**config.mk**
```make
export PLATFORM = sky130hd
export DESIGN_NAME = btn_step_counter
export DESIGN_NICKNAME = d
export VERILOG_FILES = /design/src/rtl/btn_step_counter.sv
export SDC_FILE = /design/constraint.sdc
export NUM_CORES = 1
export LEC_CHECK = 0
export ABC_AREA = 0
export BUFFER_PORTS_ARGS = -buffer_cell sky130_fd_sc_hd__clkbuf_2
export CAP_MARGIN = 20
export CORE_MARGIN = 2
export CORE_UTILIZATION = 40
export CTS_CLUSTER_DIAMETER = 200
export DETAILED_ROUTE_END_ITERATION = 8
export SLEW_MARGIN = 5
export SYNTH_ARGS = -nofsm -noshare
export SYNTH_HDL_FRONTEND = slang
export SYNTH_SLANG_ARGS = --single-unit
```
**constraint.sdc**
```tcl
create_clock -name clk -period 3.3 [get_ports clk]
set_input_delay 0.165 -clock clk [delete_from_list [all_inputs] [get_ports clk]]
set_output_delay 0.165 -clock clk [all_outputs]
set_load 0.05 [all_outputs]
```
**src/rtl/btn_step_counter.sv**
```systemverilog
// btn_step_counter
//   Synchronises and debounces a raw, bouncy push-button. Each accepted press produces a
//   single-cycle step pulse and adds STEP to a DATA_BITS-wide step counter. The counter feeds
//   the 7-segment display path.
//
// Ports
//   clk         system clock, all logic on posedge
//   rst         asynchronous active-low reset (0 = reset)
//   btn         raw push-button, active high, asynchronous to clk
//   clr         synchronous clear of num, active high, clk domain
//   num         step counter value (wraps modulo 2^DATA_BITS)
//   step_pulse  high for exactly one cycle per accepted step
//   pressed     debounced button level
//
// Build option
//   AUTO_REPEAT_EN  when defined, holding the button in the pressed state fires a step after
//                   REPEAT_DELAY cycles and then every REPEAT_PERIOD cycles.

module btn_step_counter #(
    parameter int unsigned DEBOUNCE_CYCLES = 1000000,
    parameter int unsigned CNT_W           = 20,
    parameter int unsigned DATA_BITS       = 32,
    parameter int unsigned STEP            = 4,
    parameter int unsigned REPEAT_DELAY    = 100000000,
    parameter int unsigned REPEAT_PERIOD   = 40000000
) (
    input  logic                 clk,
    input  logic                 rst,
    input  logic                 btn,
    input  logic                 clr,
    output logic [DATA_BITS-1:0] num,
    output logic                 step_pulse,
    output logic                 pressed
);

    // Elaboration-time sanity checks on the configuration.
    if (DEBOUNCE_CYCLES < 2 || (64'(DEBOUNCE_CYCLES) - 64'd1) >= (64'd1 << CNT_W) ||
        REPEAT_DELAY == 0 || REPEAT_PERIOD == 0) begin : g_param_check
        $error("btn_step_counter: invalid parameter combination");
    end

    typedef enum logic [1:0] {
        StIdle        = 2'd0,
        StPressWait   = 2'd1,
        StPressed     = 2'd2,
        StReleaseWait = 2'd3
    } state_e;

    state_e               state_q;
    logic                 sync1_q;
    logic                 sync2_q;
    logic [CNT_W-1:0]     cnt_q;
    logic [DATA_BITS-1:0] num_q;
    logic                 step_q;
    logic                 pressed_q;

    logic                 btn_s;
    logic                 cnt_done;
    logic                 step_fire;

    assign btn_s      = sync2_q;
    assign cnt_done   = (cnt_q == CNT_W'(DEBOUNCE_CYCLES - 1));
    assign num        = num_q;
    assign step_pulse = step_q;
    assign pressed    = pressed_q;

`ifdef AUTO_REPEAT_EN
    // hold_q counts cycles spent in StPressed; rep_q marks that the first repeat has fired,
    // switching the target from REPEAT_DELAY to REPEAT_PERIOD.
    logic [31:0] hold_q;
    logic        rep_q;
    logic        hold_done;

    assign hold_done = rep_q ? (hold_q == 32'(REPEAT_PERIOD - 1))
                             : (hold_q == 32'(REPEAT_DELAY - 1));
`endif

    always_comb begin
        step_fire = 1'b0;
        if (state_q == StPressWait && btn_s && cnt_done) begin
            step_fire = 1'b1;
        end
`ifdef AUTO_REPEAT_EN
        if (state_q == StPressed && btn_s && hold_done) begin
            step_fire = 1'b1;
        end
`endif
    end

    always_ff @(posedge clk or negedge rst) begin
        if (!rst) begin
            sync1_q   <= 1'b0;
            sync2_q   <= 1'b0;
            state_q   <= StIdle;
            cnt_q     <= '0;
            num_q     <= '0;
            step_q    <= 1'b0;
            pressed_q <= 1'b0;
`ifdef AUTO_REPEAT_EN
            hold_q    <= '0;
            rep_q     <= 1'b0;
`endif
        end else begin
            sync1_q <= btn;
            sync2_q <= sync1_q;
            step_q  <= step_fire;

            // clr wins over a simultaneous step; the pulse itself is unaffected.
            if (clr) begin
                num_q <= '0;
            end else if (step_fire) begin
                num_q <= num_q + DATA_BITS'(STEP);
            end

            // pressed_q tracks whether the next state is StPressed or StReleaseWait.
            unique case (state_q)
                StIdle: begin
                    pressed_q <= 1'b0;
                    if (btn_s) begin
                        state_q <= StPressWait;
                        cnt_q   <= '0;
                    end
                end
                StPressWait: begin
                    pressed_q <= btn_s && cnt_done;
                    if (!btn_s) begin
                        state_q <= StIdle;
                    end else if (cnt_done) begin
                        state_q <= StPressed;
`ifdef AUTO_REPEAT_EN
                        hold_q  <= '0;
                        rep_q   <= 1'b0;
`endif
                    end else begin
                        cnt_q <= cnt_q + CNT_W'(1);
                    end
                end
                StPressed: begin
                    pressed_q <= 1'b1;
                    if (!btn_s) begin
                        state_q <= StReleaseWait;
                        cnt_q   <= '0;
                    end
`ifdef AUTO_REPEAT_EN
                    else if (hold_done) begin
                        hold_q <= '0;
                        rep_q  <= 1'b1;
                    end else begin
                        hold_q <= hold_q + 32'd1;
                    end
`endif
                end
                StReleaseWait: begin
                    // Hold counter (if present) is frozen here and resumes on return.
                    pressed_q <= btn_s || !cnt_done;
                    if (btn_s) begin
                        state_q <= StPressed;
                    end else if (cnt_done) begin
                        state_q <= StIdle;
                    end else begin
                        cnt_q <= cnt_q + CNT_W'(1);
                    end
                end
                default: begin
                    state_q   <= StIdle;
                    pressed_q <= 1'b0;
                end
            endcase
        end
    end

endmodule

```
==> Flow_metrics.wiki <==
{| class="wikitable"
! Metric !! Value
|-
| Buffers & Inverters on Critical Path || 0
|-
| Total setup violations reported at the end of the flow || 0
|-
| Worst reg2reg path endpoint || num[12]
|-
| Max FO, Critical Path || 18
|-
| Worst Slack Setup Final || 0.6839 ns
|-
| Top cells by area in the synthesized netlist || dfrtp_1 (47%), a21oi_1 (5.0%), nand3_1 (5.0%)
|-
| Core outline area || 7292 um2
|-
| Area delta synth->final || 14.70%
|-
| Total via count after detailed routing || about 2600
|-
| Count of mapped cells out of synthesis || 332
|-
| Dominant cell by count in the synthesized netlist || dfrtp_1
|-
| Total half-perimeter wirelength after legalization and detailed placement || 4821 um
|-
| Run status || completed
|-
| Reg2reg setup slack || 0.68 ns
|-
| Worst hold slack across all endpoints || roughly 0.36 ns
|-
| Type of the worst setup path || flop to flop
|-
| Cell area after layout || 3456 um2
|-
| Final Hold Vio Count || 0
|-
| Number of DRC violations after detailed-routing iteration 0 || 153
|-
| Total Routed Length || 6916 um
|-
| Clock latency at the later pin of the worst-skew pair || 0.31 ns
|-
| Number of buffers added by the clock tree synthesis step || 5
|-
| Hold/Removal Path Class || flop to flop
|-
| Worst Setup Start Kind || flop
|-
| Final-report max-slew violation count || 0
|-
| Worst-case hold path end point || btn_s
|-
| Maximum number of buffers from clock root to sink || 2
|-
| Starting Density || 41.32%
|-
| Portion of synthesized cell area occupied by the leading cell type || roughly 47%
|-
| Top flip-flop cell by instance count after synthesis || dfrtp_1
|-
| Remaining global-route overflow || 0
|-
| Final period util || 79.27%
|-
| Top cell family by delay on the critical path || simple AND/OR/NAND/NOR gates
|-
| I/O Pins || 38
|-
| Required time at the endpoint of the critical path || around 3.5 ns
|-
| Setup fix buffers added after clock tree synthesis || 0
|-
| Number of flops mapped to enable cells by yosys || 0
|-
| Startpoint of the most critical hold path || sync1_q
|-
| Critical Path, Cell by Cell || or4b_4, nor4_4, nand3_1, or3_1, a21oi_1
|-
| Number of distinct library cells after synthesis || between 40 and 50
|-
| Max IR drop VDD || 0.0002399 V
|-
| Layout cell share with drive strength beyond 1 || between 10% and 20%
|-
| Placed Cells incl. Taps || 461
|-
| Worst-case setup slack after placement || 0.6724 ns
|-
| Highest Clock Rate || 382.3 MHz
|-
| Vias per cell || 5.617
|-
| Critical Path Max Stage Delay || 0.57 ns
|-
| Master cell of the clock root buffer || clkbuf_8
|-
| Clock tree from TritonCTS || built
|-
| Average wire per cell in the routed design || approximately 15 um
|-
| Mean Syn Cell Area || 9.075 um2
|-
| Via count of the first global-routing pass || 2608
|-
| Worst Reg-to-Reg Cells || 5
|-
| Wire length of the first global-routing pass || 12160 um
|-
| Unrepaired setup endpoints after global routing || false
|-
| Overall die area || 8243 um2
|-
| Filler-free cell count of the finished design || 470
|-
| Overall fraction of global-route tracks in use || 17.81%
|-
| Height of the chip || 90.79 um
|-
| P per Cell Area || 377.0 nW/um2
|-
| Number of I/O port buffers || 35
|-
| Routed Antenna Nets || 0
|-
| H-Tree Depth || 2
|-
| Slowest stage cell on the critical path || or4b_4
|-
| Antenna violations before repair || 0
|-
| Cell depth of the worst hold path || 0
|-
| Number of optimization iterations in the first detailed-route pass || 4
|-
| Biggest area consumer among synthesized cells || dfrtp_1
|-
| Number of sinks on the clock net || 56
|-
| Headroom to the max-slew limit || 53.64%
|-
| Die boundary width || 90.79 um
|-
| Data arrival at the endpoint of the critical path || 2.85 ns
|-
| Site Rows || 31
|-
| FFs w/ async S/R, synth || 100.0%
|-
| Post-Syn Area || between 3000 and 4000 um2
|-
| Clock period minus worst slack || between 2 and 3 ns
|-
| Capturing element type of the critical path || flop
|-
| Inserted Diodes || 0
|-
| Cell Area, Placed || 3307 um2
|-
| DRC viols || 0
|-
| MaxCap Viol Count || 0
|-
| Leakage power of the design || 1.444 nW
|-
| Sequential area share after synthesis || between 40% and 50%
|-
| Most frequent cells after synthesis || dfrtp_1 (56), nand2_1 (33), a21oi_1 (30), nand3_1 (30), o21ai_0 (23)
|-
| Actual slew at the worst max-slew pin || 0.6955 ns
|-
| Clk_skew || 0.01416 ns
|-
| Number of flip-flops and latches in the synthesized netlist || 56
|-
| Final net count || 377
|-
| Total number of yosys warnings || 0
|-
| Clock transition at the register clock pins on the worst setup and hold paths after CTS || 0.10 ns
|-
| Pin count of the biggest net entering global routing || 31
|-
| Total negative slack || 0 ns
|-
| Launch point of the worst reg-to-reg path || cnt_q[13]
|-
| RePlAce Congestion || 0.7912
|}
==> sequential cells by signal, summed over array words and instances, names as in the netlist <==
name and flops:
num 30, cnt_q 20, state_q 2, btn_s 1
pressed 1, step_pulse 1, sync1_q 1
==> how the worst max path moves through the flow <==
stage | startpoint | endpoint | slack, ns | depth (start not counted)
5_1_grt | cnt_q[13] | num[15] | 0.47 | 5
4_1_cts | cnt_q[13] | num[12] | 0.66 | 5
6_report | cnt_q[13] | num[12] | 0.68 | 5
3_3_place_gp | cnt_q[13] | num[15] | 0.73 | 5
3_5_place_dp | cnt_q[13] | num[12] | 0.67 | 5
2_1_floorplan | num[2] | num[26] | 0.91 | 6
==> metrics by stage <==
stage	util [%]	power, mW
final	47.39	1.303
after global routing	47.39	1.360
after CTS	47.39	1.320
after detailed placement	45.35	0.7943
after global placement	45.35	0.7941
after floorplan	-	0.7646
==> layout by cell type (no fill, tap or decap), types with 2 or more instances in the layout <==
| cell type | count |
|---|---|
| clkbuf_8 | 5 |
| ha_1 | 2 |
| o21ai_0 | 23 |
| and3_1 | 6 |
| mux2_2 | 2 |
| buf_4 | 6 |
| a31oi_1 | 4 |
| nor4_4 | 2 |
| dlygate4sd3_1 | 2 |
| bufinv_16 | 2 |
| or3_1 | 13 |
| nor3_1 | 3 |
| xor2_1 | 3 |
| o211ai_1 | 2 |
| o31ai_1 | 12 |
| nor2b_1 | 2 |
| inv_1 | 8 |
| nand2_1 | 33 |
| or4_1 | 15 |
| nor4_1 | 4 |
| o41ai_1 | 3 |
| nand2b_1 | 3 |
| nand4_1 | 14 |
| mux2i_1 | 6 |
| nand3_1 | 30 |
| or4b_4 | 2 |
| a21oi_1 | 30 |
| a22o_1 | 2 |
| conb_1 | 2 |
| dfrtp_1 | 56 |
| nor2_1 | 22 |
| clkbuf_2 | 35 |
| and2_1 | 3 |
| xnor2_1 | 2 |
==> final cells by class <==
cell class	count	area, um2
Multi-Input combinational cell	257	1531
Fill cell	756	3836
Tap cell	99	123.9
Inverter	8	30.03
Clock buffer	5	68.82
Sequential cell	56	1401
Timing Repair Buffer	43	240.2
Clock inverter	2	60.06
==> report_power, final <==
| group | internal, mW | switching, mW |
|---|---|---|
| Clock | 0.299 | 0.223 |
| Combinational | 0.0202 | 0.0489 |
| Sequential | 0.697 | 0.0147 |
==> kinds of logic after synthesis <==
| kind of cell | Yosys count | share of synthesized area (%) |
|---|---|---|
| simple gates | 159 | 29.57 |
| compound gates | 81 | 15.99 |
| flops | 56 | 46.51 |
| buf+inv | 20 | 2.782 |
| mux | 8 | 2.741 |
| xor+xnor | 5 | 1.454 |
| fa+ha+maj | 2 | 0.8304 |
| other cells | 1 | 0.1245 |
==> metal layers <==
layer	GRT usage, %	share of wire, %
met5	0	0
met4	5.051	0.88
met3	3.005	4.4
met2	29.79	48
met1	23.84	47
==> what timing repair did <==
| action | CTS | global route |
|---|---|---|
| hold buffers | 2 | 0 |
| hold endpoints to repair | 22 | 0 |
| gates resized for setup | 0 | 0 |
Power figures use the tool's default switching activity.
